### src/rtl/serializer_10b_if.sv
// Word-side handshake between the 8b/10b encoder (master) and the serializer (slave).
// data_ready is driven by the slave and depends only on its holding-buffer state.
interface serializer_10b_if #(
    parameter int WIDTH = 10
);
    logic [WIDTH-1:0] data_10b_in;
    logic             data_valid;
    logic             data_ready;

    modport master (
        output data_10b_in,
        output data_valid,
        input  data_ready
    );

    modport slave (
        input  data_10b_in,
        input  data_valid,
        output data_ready
    );
endinterface

### src/rtl/serializer_10b.sv
// Parallel-to-serial stage behind the 8b/10b encoder: one-word holding buffer feeding
// a shift register that emits one bit per clock, streaming words back-to-back when fed.
module serializer_10b #(
    parameter int WIDTH      = 10,
    parameter bit LSB_FIRST  = 1'b1,
    parameter bit IDLE_LEVEL = 1'b0
) (
    input  logic             clk,
    input  logic             rst,
    serializer_10b_if.slave  word_if,
    output logic             ser_out,
    output logic             ser_valid,
    output logic             frame_start,
    output logic             underrun
);
    localparam int            CW       = (WIDTH > 1) ? $clog2(WIDTH) : 1;
    localparam logic [CW-1:0] LAST_BIT = CW'(WIDTH - 1);

    typedef enum logic [0:0] {
        ST_IDLE  = 1'b0,
        ST_SHIFT = 1'b1
    } state_t;

    state_t            state_q;
    logic [WIDTH-1:0]  hold_q;
    logic              hold_full_q;
    logic [WIDTH-1:0]  shift_q;
    logic [CW-1:0]     bit_cnt_q;
    logic              ser_out_q;
    logic              ser_valid_q;
    logic              frame_start_q;
    logic              underrun_q;

    logic              accept_s;
    logic              at_last_s;
    logic              load_s;

    // The next bit to transmit always sits at the head of the word, so load and shift share these.
    function automatic logic head_bit(input logic [WIDTH-1:0] w);
        return LSB_FIRST ? w[0] : w[WIDTH-1];
    endfunction

    function automatic logic [WIDTH-1:0] drop_head(input logic [WIDTH-1:0] w);
        return LSB_FIRST ? (w >> 1) : (w << 1);
    endfunction

    assign accept_s  = word_if.data_valid & ~hold_full_q;
    assign at_last_s = (state_q == ST_SHIFT) && (bit_cnt_q == LAST_BIT);
    assign load_s    = hold_full_q & ((state_q == ST_IDLE) | at_last_s);

    assign word_if.data_ready = ~hold_full_q;
    assign ser_out            = ser_out_q;
    assign ser_valid          = ser_valid_q;
    assign frame_start        = frame_start_q;
    assign underrun           = underrun_q;

    // Holding buffer: filled on accept, emptied on load (the two are mutually exclusive).
    always_ff @(posedge clk or posedge rst) begin
        if (rst) begin
            hold_q      <= '0;
            hold_full_q <= 1'b0;
        end else if (accept_s) begin
            hold_q      <= word_if.data_10b_in;
            hold_full_q <= 1'b1;
        end else if (load_s) begin
            hold_full_q <= 1'b0;
        end
    end

    // Shift FSM with registered serial outputs.
    always_ff @(posedge clk or posedge rst) begin
        if (rst) begin
            state_q       <= ST_IDLE;
            shift_q       <= '0;
            bit_cnt_q     <= '0;
            ser_out_q     <= IDLE_LEVEL;
            ser_valid_q   <= 1'b0;
            frame_start_q <= 1'b0;
            underrun_q    <= 1'b0;
        end else if (load_s) begin
            state_q       <= ST_SHIFT;
            ser_out_q     <= head_bit(hold_q);
            shift_q       <= drop_head(hold_q);
            bit_cnt_q     <= '0;
            ser_valid_q   <= 1'b1;
            frame_start_q <= 1'b1;
            underrun_q    <= 1'b0;
        end else begin
            case (state_q)
                ST_SHIFT: begin
                    frame_start_q <= 1'b0;
                    if (bit_cnt_q != LAST_BIT) begin
                        ser_out_q   <= head_bit(shift_q);
                        shift_q     <= drop_head(shift_q);
                        bit_cnt_q   <= bit_cnt_q + CW'(1);
                        ser_valid_q <= 1'b1;
                        underrun_q  <= 1'b0;
                    end else begin
                        // Last bit sent and nothing buffered: drop to idle and flag the gap.
                        state_q     <= ST_IDLE;
                        ser_out_q   <= IDLE_LEVEL;
                        ser_valid_q <= 1'b0;
                        bit_cnt_q   <= '0;
                        underrun_q  <= 1'b1;
                    end
                end
                ST_IDLE: begin
                    ser_out_q     <= IDLE_LEVEL;
                    ser_valid_q   <= 1'b0;
                    frame_start_q <= 1'b0;
                    underrun_q    <= 1'b0;
                end
                default: begin
                    state_q       <= ST_IDLE;
                    ser_out_q     <= IDLE_LEVEL;
                    ser_valid_q   <= 1'b0;
                    frame_start_q <= 1'b0;
                    underrun_q    <= 1'b0;
                end
            endcase
        end
    end
endmodule

### src/flat_wrapper.sv
// flat-port wrapper written by rule: the top's interface ports become plain ports
module serializer_10b_flat 
#(
    parameter int WIDTH      = 10,
    parameter bit LSB_FIRST  = 1'b1,
    parameter bit IDLE_LEVEL = 1'b0
)
  (clk, rst, ser_out, ser_valid, frame_start, underrun, word_if_data_10b_in, word_if_data_valid, word_if_data_ready);
  serializer_10b_if #(.WIDTH(WIDTH)) word_if_i ();
  input  logic clk;
  input  logic rst;
  output logic ser_out;
  output logic ser_valid;
  output logic frame_start;
  output logic underrun;
  input wire logic [$bits(word_if_i.data_10b_in)-1:0] word_if_data_10b_in;
  input wire logic [$bits(word_if_i.data_valid)-1:0] word_if_data_valid;
  output wire logic [$bits(word_if_i.data_ready)-1:0] word_if_data_ready;
  assign word_if_i.data_10b_in = word_if_data_10b_in;
  assign word_if_i.data_valid = word_if_data_valid;
  assign word_if_data_ready = word_if_i.data_ready;
  serializer_10b #(.WIDTH(WIDTH), .LSB_FIRST(LSB_FIRST), .IDLE_LEVEL(IDLE_LEVEL)) u_core (.clk(clk), .rst(rst), .word_if(word_if_i), .ser_out(ser_out), .ser_valid(ser_valid), .frame_start(frame_start), .underrun(underrun));
endmodule
### config.mk
export PLATFORM = sky130hd
export DESIGN_NAME = serializer_10b_flat
export DESIGN_NICKNAME = d
export VERILOG_FILES = /design/src/rtl/serializer_10b_if.sv /design/src/rtl/serializer_10b.sv /design/src/flat_wrapper.sv
export SDC_FILE = /design/constraint.sdc
export NUM_CORES = 1
export LEC_CHECK = 0
export ABC_AREA = 1
export BUFFER_PORTS_ARGS = -buffer_cell sky130_fd_sc_hd__buf_4
export CELL_PAD_IN_SITES_DETAIL_PLACEMENT = 1
export CELL_PAD_IN_SITES_GLOBAL_PLACEMENT = 1
export CORE_AREA = 3 3 57 59
export CTS_CLUSTER_DIAMETER = 120
export DETAILED_ROUTE_END_ITERATION = 8
export DIE_AREA = 0 0 60 62
export GPL_ROUTABILITY_DRIVEN = 0
export PLACE_DENSITY = 0.81
export SLEW_MARGIN = 25
export SYNTH_ARGS = -nofsm -noshare
export SYNTH_HDL_FRONTEND = slang
export SYNTH_SLANG_ARGS = --single-unit
### constraint.sdc
create_clock -name clk -period 2.2 [get_ports clk]
set_clock_uncertainty 0.05 [all_clocks]
set_input_delay 0.44 -clock clk [delete_from_list [all_inputs] [get_ports clk]]
set_output_delay 0.44 -clock clk [all_outputs]
set_load 0.02 [all_outputs]
==> summary.md <==
| Metric | Value |
|---|---|
| MaxCap Viol Count | `0` |
| ANT nets after route | `0` |
| Reg clk slew, reported paths | `150 ps` |
| Die area | `0.00372 sq mm` |
| CP Launch Type | `register` |
| Die X | `60 um` |
| Cell chain of the critical path | `inv_1 > buf_4` |
| Placed Area | `0.00136 sq mm` |
| CP arrival | `1350 ps` |
| First-pass GRT wire length | `4.35 mm` |
| Gate family responsible for the most delay along the worst path | `flip-flops` |
| Diodes inserted | `0` |
| Initial Util | `44.5%` |
| Seq pwr share | `48.4%` |
| Nets@finish | `166` |
| Gate Count Post-Synth | `134` |
| PwrDens | `1310 mW/mm^2` |
| Fin. Hold Viols | `0` |
| Synth area leader | `dfrtp_1` |
| Sw frac | `37.8%` |
| Static leakage | `0.741 nW` |
| Post-Syn Area per Cell | `9.16 sq um` |
| Status | `completed` |
| Hold Crit Class | `in -> async` |
| Vias in the first global route | `974` |
| Most common cell in the netlist | `nand2_1` |
| Max Slew Vio Count | `0` |
| Setup violations, final | `0` |
| Clock Latency Late Sink | `330 ps` |
| Post-cts hold buffer count | `0` |
| CP Class | `reg -> out` |
| DRT Pass-1 Iters | `4` |
| Synth top area cells | `dfrtp_1, nand3_1, nand2_1, inv_1, ha_1` |
| Post-synth EDFFs | `0` |
| Mapped Area | `0.00123 sq mm` |
| Placeable Area | `0.00276 sq mm` |
| Gr usage total | `16.0%` |
| Switching power | `0.697 mW` |
| Least-Margin Pin Slew | `414 ps` |
| Gate power share | `33.2%` |
| Avg WL per Cell | `13.9 um` |
| Clk network pwr share | `18.4%` |
| P_int | `1.15 mW` |
| Postcts setup bufs | `0` |
| Crit share post-route | `83.4%` |
| Fmax | `0.545 GHz` |
| Post-synth net total | `149` |
| Nature of the critical path endpoint | `output pin` |
| Critical path data required time | `1710 ps` |
| Remaining global-route overflow | `0` |
| Async SR Flop Fraction | `100%` |
| Top cells by count, synth | `nand2_1, nand3_1, dfrtp_1, inv_1, nor2_1` |
| H-Tree Depth | `1` |
| Ys Warns | `0` |
| Clock root buffer | `clkbuf_4` |
| Post-route cell area | `0.00141 sq mm` |
| Worst ir drop on vdd | `0.635 mV` |
| Worst-path fanout max | `11` |
| Vias per cell | `5.19` |
| Synthesized flop and latch total | `28` |
| Relative slew slack | `72.4%` |
| Vert. Die Dim | `62 um` |
| Buffers on Ports | `17` |
| CTS Buffer Depth | `2` |
| Setup TNS | `0 ps` |
| Final wirelength | `2.52 mm` |
| Crit-path slowest cell | `dfrtp_1` |
| Hold Worst Slack | `114 ps` |
| Cts bufs inserted | `3` |
| DRC Markers | `0` |
| Post-synth top flop | `dfrtp_1` |
| Largest net degree at the start of global routing | `29` |
| Ports | `18` |
| Yosys top cell area share | `57.1%` |
| Tmin final | `1840 ps` |
| Via Count | `939` |
| CTS tree | `done` |
| Syn-to-layout area delta | `14.8%` |
| Yosys cell types | `19` |
| # clock sinks | `28` |
| Register area share after synthesis | `57.1%` |
| RSZ-0062 raised after global routing | `no` |
| DRT iter0 DRCs | `22` |
| Row Count | `19` |
| CP peak stage delay | `570 ps` |
| Share of layout cells above drive strength 1 | `19.3%` |
| Antenna violations before repair | `0` |
| Post-cts sizing count | `0` |
| Final HPWL DP | `1.87 mm` |
| Total power | `1.84 mW` |
| Worst Path Buf+Inv | `2` |
| Post-Route Utilization | `51.1%` |
## metal layers
metal | global-route usage [%] | up-vias | share of wire [%]
met5 | 0 | - | 0
met4 | 6.65 | 0 | 1.6
met3 | 3.10 | 4 | 3.8
met2 | 27.8 | 15 | 50
met1 | 19.4 | 453 | 44
li1 | - | 467 | -
## path summary, 6_finish.rpt
check                                  startpoint                   to  slack, ps  cells after the start
max reg2reg                    u_core.hold_full_q  u_core.bit_cnt_q[0]        680                      6
min                                           rst  u_core.bit_cnt_q[0]        110                      3
min in group clk           word_if_data_10b_in[4]     u_core.hold_q[4]        270                      3
min reg2reg                      u_core.hold_q[3]     u_core.hold_q[3]        450                      2
max                            u_core.hold_full_q   word_if_data_ready        360                      2
max in group asynchronous                     rst    u_core.shift_q[2]       1720                      3
## cell usage in the layout, fill, tap and decap left out
cell | synthesis | routed
nor2_2 | 1 | 1
inv_1 | 9 | 9
o21ai_0 | 2 | 2
nand2_4 | 1 | 1
a21oi_1 | 2 | 2
clkbuf_4 | 0 | 3
buf_4 | 2 | 19
o22ai_1 | 2 | 2
nor2_1 | 5 | 5
nand3_2 | 1 | 1
nand2_1 | 35 | 35
dfrtp_1 | 28 | 28
xnor2_1 | 1 | 1
bufinv_16 | 0 | 1
nand3_1 | 34 | 34
o21ai_2 | 2 | 2
nor3_1 | 1 | 1
ha_1 | 2 | 2
inv_2 | 1 | 1
## cell families (layout without fill, tap and decap cells)
logic type,count (synthesis),after routing,share of synthesized area (%)
and+or+nand+nor,78,78,28.7
DFF,28,28,57.1
buffers and inverters,17,33,7.34
AOI/OAI and AO/OA,8,8,4.08
adders and majority gates,2,2,2.04
xor gates and xnor gates,1,1,0.714
## final cells by class
| cell class | instances | area [sq um] |
|---|---|---|
| Tap cell | 31 | 38.8 |
| Timing Repair Buffer | 19 | 143 |
| Sequential cell | 28 | 701 |
| Multi-Input combinational cell | 89 | 437 |
| Inverter | 10 | 37.5 |
| Clock inverter | 1 | 30.0 |
| Clock buffer | 3 | 22.5 |
| Fill cell | 331 | 1350 |
## tightest hold or removal path, stage by stage
cell and delay [ps]:
buf_4 110, inv_1 50, buf_4 330
## power by group through the flow
stage | sequential (mW) | clock (mW) | combinational [mW]
2_1_floorplan | 0.864 | 0 | 0.486
3_3_place_gp | 0.893 | 0 | 0.585
3_5_place_dp | 0.902 | 0 | 0.625
4_1_cts | 0.894 | 0.351 | 0.626
5_1_grt | 0.926 | 0.366 | 0.698
6_report | 0.892 | 0.340 | 0.612
## sequential cells by signal, indices dropped and copies added, names as in the netlist
signal and count:
u_core.bit_cnt_q 4, u_core.frame_start 1, u_core.hold_full_q 1, u_core.hold_q 10, u_core.ser_out 1, u_core.ser_valid 1, u_core.shift_q 9, u_core.underrun 1
## stage by stage
| step | std cells | worst slack [ps] |
|---|---|---|
| after detailed placement | 177 | 681 |
| after global placement | 177 | 705 |
| after floorplan | 134 | 967 |
| final | 181 | 364 |
| after global routing | 181 | 227 |
| after CTS | 181 | 335 |
Power figures use the tool's default switching activity.
